--- src/rtl/conv_acc_relu_sat.sv ---
// Window accumulator for conv2 products: bias + NUM_TERMS products, arithmetic shift, optional ReLU, saturate.
// Optional feature macro: CONV_ACC_RELU_EN (defined = clamp negative shifted sums to zero).
module conv_acc_relu_sat #(
    parameter int PROD_WIDTH = 23,
    parameter int BIAS_WIDTH = 23,
    parameter int ACC_WIDTH  = 32,
    parameter int NUM_TERMS  = 25,
    parameter int OUT_SHIFT  = 4,
    parameter int OUT_WIDTH  = 14
) (
    input  logic                             ap_clk,
    input  logic                             ap_rst,
    input  logic [PROD_WIDTH-1:0]            prod_data,
    input  logic                             prod_valid,
    output logic                             prod_ready,
    input  logic [BIAS_WIDTH-1:0]            bias_data,
    output logic [OUT_WIDTH-1:0]             out_data,
    output logic                             out_valid,
    input  logic                             out_ready,
    output logic [$clog2(NUM_TERMS+1)-1:0]   term_cnt
);

    localparam int CNT_W = $clog2(NUM_TERMS + 1);
    localparam logic [CNT_W-1:0] LAST_TERM = CNT_W'(NUM_TERMS - 1);
    localparam logic signed [ACC_WIDTH-1:0] OUT_MAX = ACC_WIDTH'((2 ** (OUT_WIDTH - 1)) - 1);
    localparam logic signed [ACC_WIDTH-1:0] OUT_MIN = ACC_WIDTH'(-(2 ** (OUT_WIDTH - 1)));

    // Width too small for the worst-case window sum is rejected at elaboration.
    if (ACC_WIDTH < PROD_WIDTH + $clog2(NUM_TERMS) + 1) begin : g_acc_width_check
        $error("conv_acc_relu_sat: ACC_WIDTH too small for NUM_TERMS products");
    end

    typedef enum logic [0:0] {
        ST_ACCUM = 1'b0,
        ST_OUT   = 1'b1
    } state_t;

    state_t                        state_r;
    logic signed [ACC_WIDTH-1:0]   acc_r;
    logic        [CNT_W-1:0]       cnt_r;
    logic        [OUT_WIDTH-1:0]   out_data_r;
    logic                          out_valid_r;

    logic signed [ACC_WIDTH-1:0]   prod_ext_s;
    logic signed [ACC_WIDTH-1:0]   bias_ext_s;
    logic signed [ACC_WIDTH-1:0]   acc_next_s;
    logic signed [ACC_WIDTH-1:0]   shifted_s;

    function automatic logic [OUT_WIDTH-1:0] sat_act(input logic signed [ACC_WIDTH-1:0] v);
        logic [OUT_WIDTH-1:0] r;
`ifdef CONV_ACC_RELU_EN
        if (v[ACC_WIDTH-1]) begin
            r = '0;
        end else if (v > OUT_MAX) begin
            r = OUT_MAX[OUT_WIDTH-1:0];
        end else begin
            r = v[OUT_WIDTH-1:0];
        end
`else
        if (v > OUT_MAX) begin
            r = OUT_MAX[OUT_WIDTH-1:0];
        end else if (v < OUT_MIN) begin
            r = OUT_MIN[OUT_WIDTH-1:0];
        end else begin
            r = v[OUT_WIDTH-1:0];
        end
`endif
        return r;
    endfunction

    assign prod_ext_s = {{(ACC_WIDTH-PROD_WIDTH){prod_data[PROD_WIDTH-1]}}, prod_data};
    assign bias_ext_s = {{(ACC_WIDTH-BIAS_WIDTH){bias_data[BIAS_WIDTH-1]}}, bias_data};
    assign shifted_s  = acc_next_s >>> OUT_SHIFT;

    assign prod_ready = (state_r == ST_ACCUM);
    assign out_data   = out_data_r;
    assign out_valid  = out_valid_r;
    assign term_cnt   = cnt_r;

    // Next accumulator value: the first product of a window starts from the bias.
    always_comb begin
        acc_next_s = acc_r;
        if (cnt_r == '0) begin
            acc_next_s = bias_ext_s + prod_ext_s;
        end else begin
            acc_next_s = acc_r + prod_ext_s;
        end
    end

    // Window control, accumulation and registered result handshake.
    always_ff @(posedge ap_clk) begin
        if (ap_rst) begin
            state_r     <= ST_ACCUM;
            acc_r       <= '0;
            cnt_r       <= '0;
            out_data_r  <= '0;
            out_valid_r <= 1'b0;
        end else begin
            case (state_r)
                ST_ACCUM: begin
                    if (prod_valid) begin
                        acc_r <= acc_next_s;
                        if (cnt_r == LAST_TERM) begin
                            cnt_r       <= '0;
                            out_data_r  <= sat_act(shifted_s);
                            out_valid_r <= 1'b1;
                            state_r     <= ST_OUT;
                        end else begin
                            cnt_r <= cnt_r + CNT_W'(1);
                        end
                    end
                end
                ST_OUT: begin
                    if (out_ready) begin
                        out_valid_r <= 1'b0;
                        state_r     <= ST_ACCUM;
                    end
                end
                default: begin
                    state_r     <= ST_ACCUM;
                    out_valid_r <= 1'b0;
                    cnt_r       <= '0;
                end
            endcase
        end
    end

endmodule

--- config.mk ---
export PLATFORM = sky130hd
export DESIGN_NAME = conv_acc_relu_sat
export DESIGN_NICKNAME = d
export VERILOG_FILES = /design/src/rtl/conv_acc_relu_sat.sv
export SDC_FILE = /design/constraint.sdc
export NUM_CORES = 1
export LEC_CHECK = 0
export BUFFER_PORTS_ARGS = -buffer_cell sky130_fd_sc_hd__buf_2
export CAP_MARGIN = 40
export CORE_ASPECT_RATIO = 1.1
export CORE_UTILIZATION = 65
export DETAILED_ROUTE_END_ITERATION = 10
export PLACE_DENSITY = 0.93
export SLEW_MARGIN = 40
export SYNTH_ARGS = -nofsm -noshare
export SYNTH_HDL_FRONTEND = slang
export SYNTH_SLANG_ARGS = --single-unit
--- constraint.sdc ---
create_clock -name ap_clk -period 5.9 [get_ports ap_clk]
set_clock_uncertainty 0.15 [all_clocks]
set_input_delay 0 -clock ap_clk [delete_from_list [all_inputs] [get_ports ap_clk]]
set_output_delay 0 -clock ap_clk [all_outputs]
set_load 0.05 [all_outputs]
Yosys cells after proc, flatten, opt, wreduce, memory -nomap -nowiden
Index checks and enable logic that the tools add are counted.
{"block": "classes", "add_sub_neg": 3, "order_cmp": 2, "eq_ne": 4, "muxes": 12, "n_bitwise": 1, "n_reduce_logical": 4}
{"cell": "adder 32 x 23 -> 32 bit", "count": 1}
{"cell": "2-to-1 mux 32 bit", "count": 1}
{"cell": "greater-than comparator 28 x 14 -> 1 bit (second input constant)", "count": 1}
{"cell": "< comparator 28 x 14 -> 1 bit (second input constant)", "count": 1}
{"cell": "2-to-1 mux 14 bit", "count": 2}
{"cell": "adder 23 x 23 -> 24 bit", "count": 1}
{"cell": "2-to-1 mux 1 bit", "count": 6}
{"cell": "AND reduction 3 bit", "count": 2}
{"cell": "adder 5 x 1 -> 5 bit (second input constant)", "count": 1}
{"cell": "equality test 5 bit (second input constant)", "count": 1}
{"cell": "zero test 5 bit", "count": 1}
{"cell": "2-to-1 mux 5 bit", "count": 1}
{"cell": "!= test 2 bit (second input constant)", "count": 2}
{"cell": "case mux 1 bit (2 select lines)", "count": 2}
{"cell": "!= test 2 x 1 -> 1 bit (second input constant)", "count": 1}
{"cell": "AND reduction 2 bit", "count": 1}
{"cell": "NOT 1 bit", "count": 1}
{"block": "totals", "regBits": 53, "output_inout_bits": 21, "word_cells": 31}

Longest topological paths before layout
{"block": "depth", "ltp_word": 5, "mapped_depth": 14, "depth_no_buf": 13}

Worst setup path before layout
No wires, ideal clock.
{"block": "synth_timing", "kind": "flip-flop to flip-flop", "from": "register acc_r[0]", "to": "register out_data_r[3], in the netlist out_data[3]", "arrival_time_ps": 2880, "setup_slack_ps": 2794, "stages_incl_launch_ff": 14, "n_path_buf": 0, "period_less_slack_ps": 3106, "path_cell_list": "dfxtp_1 ha_1 inv_1 fa_1 nor2b_1 o2111ai_1 a21oi_2 o2111a_1 nor4_1 nor3_1 nand3_1 nor4_4 a31oi_4 a22oi_2"}
{"block": "synth_between", "elab_chain_len": 5, "word_cells_on_any_way": 6}
{"element": "start: declaration", "line": "39", "source": "logic signed [ACC_WIDTH-1:0] acc_r;"}
{"element": "start signal: assignment", "line": "102", "source": "acc_r <= acc_next_s;"}
{"element": "adder 32 x 23 -> 32 bit (*)", "line": "86", "source": "acc_next_s = acc_r + prod_ext_s;"}
{"element": "2-to-1 mux 32 bit (*)", "line": "83", "source": "if (cnt_r == '0) begin"}
{"element": "< comparator 28 x 14 -> 1 bit", "line": "62", "source": "end else if (v < OUT_MIN) begin"}
{"element": "2-to-1 mux 14 bit", "line": "62"}
{"element": "2-to-1 mux 14 bit (*)", "line": "60", "source": "if (v > OUT_MAX) begin"}
{"element": "end signal: assignment", "line": "105", "source": "out_data_r <= sat_act(shifted_s);"}
{"element": "end: declaration", "line": "41", "source": "logic [OUT_WIDTH-1:0] out_data_r;"}
Every way passes the cells marked *; elsewhere a longest branch is shown, timed or not.
A chain may end at the register's enable or synchronous reset.

Final worst setup path
{"block": "layout_timing", "from": "input bias_data[0]", "to": "register out_data_r[4], in the netlist out_data[4]"}
{"block": "layout_between", "elab_chain_len": 5, "word_cells_on_any_way": 6}
{"element": "start: declaration", "line": "16", "source": "input logic [BIAS_WIDTH-1:0] bias_data,"}
{"element": "adder 23 x 23 -> 24 bit (*)", "line": "84", "source": "acc_next_s = bias_ext_s + prod_ext_s;"}
{"element": "2-to-1 mux 32 bit (*)", "line": "83"}
{"element": "< comparator 28 x 14 -> 1 bit", "line": "62"}
{"element": "2-to-1 mux 14 bit", "line": "62"}
{"element": "2-to-1 mux 14 bit (*)", "line": "60"}
Marks and branches as above.

==> results by group <==
Run status
  – Status: finished clean

Timing
  – Worst slew pin tran: 0.690 ns
  – Final hold vios: 0
  – RSZ-0062 raised after global routing: false
  – Fin Setup TNS: 0 ns
  – Slew Viols, Final: 0
  – Slew margin rel.: 53.5%
  – Period utilization: 68.4%
  – Final setup vio count: 0
  – Fmax achieved: 0.248 GHz
  – Tmin final: 4.04 ns

Clock network
  – CTS Buf Count: 5
  – CTS tree: done
  – Clock-pin slew on the worst setup and hold paths: 0.11 ns
  – Cts repair resizes: 0
  – # clock sinks: 53
  – CTS H-tree lvls: 2
  – Clock Tree Buf Depth: 2
  – Root Driver: clkbuf_8
  – Skew-Pair Late Insertion Delay: 0.32 ns

Synth
  – Mapped Nets: 921
  – Post-Synth XOR/XNOR Area: 5.15%
  – Post-synth EDFFs: 0
  – Simple-Gate Fraction of Synth Area: 25.5%
  – Warnings from Yosys: 0
  – Mapped Cells: 813
  – Mean Syn Cell Area: 7.32 µm²
  – Main combinational cell family by area after synthesis: compound AO/OA/AOI/OAI gates
  – Post-synthesis mux area share: 1.20%
  – Mapped cell area: 5950 µm²
  – Main synth FF type: dfxtp_1
  – #FFs+latches synth: 53
  – Netlist cell types: 83
  – Sequential area share after synthesis: 17.8%
  – FFs w/ async S/R, synth: 0%
  – Adder-cell share of the synthesized area: 12.4%
  – Post-synthesis compound-gate area fraction: 33.1%

Global routing
  – Vias in the first global route: 6,099
  – Met1 global-route usage: 48.3%
  – Gr ovfl total: 0
  – First-pass GRT wire length: 29,200 µm
  – Grt peak-use layer: met2
  – Overall Global Routing Usage: 38.9%
  – Met2 Use GR: 65.4%
  – Met3 GRT Util: 6.47%
  – Largest net degree at the start of global routing: 45
  – Initial antenna violation count: 0

Pwr
  – PD cells: 226 nW/µm²
  – Clock Power Share: 16.2%
  – Combinational power share: 56.4%
  – Psw: 0.000696 W
  – Sw Share: 47.5%
  – Pint: 0.000770 W
  – Part of the power in registers: 27.4%
  – Leakage: 2.74 nW
  – Worst vdd rail ir drop: 0.139 mV

Setup path
  – Crit-path cells: dlygate4sd3_1 > buf_2 > ha_1 > inv_1 > fa_1 > and2b_1 > o211ai_1 > a211oi_1 > or2_1 > a211o_1 > o211ai_2 > nor2_2 > o2111a_1 > a41o_1 > a311oi_1
  – CP Data Required Time: 5.93 ns
  – Critical Path End Type: register
  – CP Class: in2reg
  – CP Launch Type: input port
  – Worst path arrival time: 4.06 ns
  – Crit path max-delay cell type: a41o_1
  – Worst-path maximum fanout: 13
  – Max stage delay on crit path: 0.61 ns

Detailed routing
  – Detailed Route WL: 18,700 µm
  – Routed len/inst: 19.2 µm
  – Avg Vias per Cell: 6.71
  – DRT Pass-1 Iters: 5
  – DRC violation count after routing: 0
  – First DRT Iteration DRCs: 429
  – Via count: 6,524
  – Routed Antenna Nets: 0

Placement
  – Post-DP Area: 6340 µm²
  – Final Wtd Congestion: 1.04
  – Dpl hpwl: 14,700 µm
  – Port Buf Inserts: 70

Cells and area
  – Share of layout cells above drive strength 1: 14.5%
  – Nets: 965
  – ANT cells: 0
  – Final Util: 73.0%
  – Area grow syn2layout: 8.83%
  – Final Instance Area: 6480 µm²

Floorplan
  – Initial core utilization: 67.1%
  – Top-Level Pins: 71
  – Die area: 9550 µm²
  – Placeable Area: 8870 µm²
  – Rows: 36
  – Die H: 102 µm
  – Die Span X: 93.3 µm

Hold path
  – Hold Path Class: in2reg

Job
  – Max-cap check violation count: 0
cell usage after synthesis (4+ instances only):
| cell type | number | share of area [%] |
|---|---|---|
| nor2_1 | 96 | 6.1 |
| nand2_1 | 95 | 6.0 |
| a21oi_1 | 64 | 5.4 |
| ha_1 | 56 | 12 |
| dfxtp_1 | 53 | 18 |
| o21ai_0 | 45 | 3.8 |
| nor3_1 | 34 | 2.9 |
| a211oi_1 | 27 | 3.4 |
| inv_1 | 24 | 1.5 |
| xnor2_1 | 24 | 3.5 |
| clkbuf_1 | 20 | 1.3 |
| buf_2 | 15 | 1.3 |
| nand3_1 | 15 | 1.3 |
| a21o_1 | 14 | 1.8 |
| nand4_1 | 14 | 1.5 |
| o21a_1 | 14 | 1.8 |
| o211ai_1 | 13 | 1.6 |
| a31oi_1 | 12 | 1.3 |
| xor2_1 | 11 | 1.6 |
| or3_1 | 10 | 1.1 |
| and2_1 | 9 | 0.95 |
| a22oi_2 | 8 | 1.7 |
| a311oi_1 | 8 | 1.2 |
| and3_1 | 8 | 0.84 |
| o21ai_1 | 8 | 0.67 |
| o2111ai_1 | 7 | 1.0 |
| mux2i_1 | 6 | 1.0 |
| nand2b_1 | 6 | 0.63 |
| nor2b_1 | 6 | 0.63 |
| o32ai_1 | 5 | 0.74 |
| a211o_1 | 4 | 0.59 |
| o31a_1 | 4 | 0.59 |
flip-flops by register name, indices dropped and copies added, names as in the netlist:
register and flops:
state_r 1, term_cnt 5, acc_r 32, out_valid 1
out_data 14
per-stage QoR:
step	power, W	instances	hold WS, ns	setup slack [ns]
finish	0.00147	972	0.0195	1.86
global route	0.00155	972	0.0382	1.57
CTS	0.00144	971	0.0172	1.90
detailed placement	0.00121	960	0.166	2.01
global placement	0.00118	958	0.156	2.17
floorplan	0.00101	813	0.0327	2.79
placed cells by master, fill, tap and decap left out, types with 5 or more instances in the layout:
cell / n
o211ai_1: 13
inv_1: 24
nand2_1: 95
nand3_1: 15
nor2_1: 95
or3_1: 10
o21ai_0: 45
mux2i_1: 6
o21ai_1: 8
nor3_1: 34
a311oi_1: 8
a211oi_1: 27
nand2b_1: 6
xor2_1: 11
a21oi_1: 64
clkbuf_8: 5
nand4_1: 14
o32ai_1: 5
a22oi_2: 8
and3_1: 8
a21o_1: 14
and2_1: 9
o2111ai_1: 7
xnor2_1: 24
a31oi_1: 12
o21a_1: 14
nor2b_1: 5
ha_1: 56
buf_2: 69
dfxtp_1: 53
critical path, delay by kind of cell:
kind	cells	cell delay (ns)
fa+ha+maj	2	0.56
simple gates	3	0.83
buf+inv	3	0.69
compound gates	7	1.99
final timing paths:
path,cells past startpoint,slack [ns],startpoint,end
max reg2reg,13,1.89,acc_r[0]$_SDFFE_PP0P_,out_data[4]$_SDFFE_PP0P_
min reg2reg,2,0.33,acc_r[10]$_SDFFE_PP0P_,acc_r[10]$_SDFFE_PP0P_
min,4,0.02,prod_data[0],acc_r[0]$_SDFFE_PP0P_
max,15,1.86,bias_data[0],out_data[4]$_SDFFE_PP0P_
power by group through the flow:
stage	Sequential [W]	Clock, W	Combinational, W
after CTS	0.000402	0.000235	0.000805
after detailed placement	0.000410	0	0.000798
after global placement	0.000408	0	0.000776
final	0.000402	0.000238	0.000827
after global routing	0.000405	0.000250	0.000897
after floorplan	0.000410	0	0.000602
cell families (layout without fill, tap and decap cells):
family / Yosys count / in the layout
flip-flops: 53 / 53
XOR/XNOR: 35 / 35
adder cells (fa/ha/maj): 58 / 58
multiplexers: 7 / 7
AND/OR/NAND/NOR: 319 / 319
buffers and inverters: 65 / 110
AO/OA/AOI/OAI: 276 / 276
timing repair:
action	in CTS	in global routing
hold buffers	3	1
hold endpoints to repair	5	2
buffers inserted	0	0
metal layers:
| metal | part of all wire (%) | wire (µm) |
|---|---|---|
| met1 | 41 | 7620 |
| met2 | 46 | 8590 |
| met3 | 8.1 | 1510 |
| met4 | 5.1 | 949 |
| met5 | 0 | 0 |
final cells by class:
type | instances | area (µm²)
flip-flops and latches | 53 | 1060
repair buffers | 78 | 463
clock inverters | 3 | 28.8
well taps | 114 | 143
fillers | 741 | 2390
multi-input cells | 695 | 4630
clock buffers | 5 | 68.8
inverters | 24 | 90.1
(Power assumes the default switching activity.)
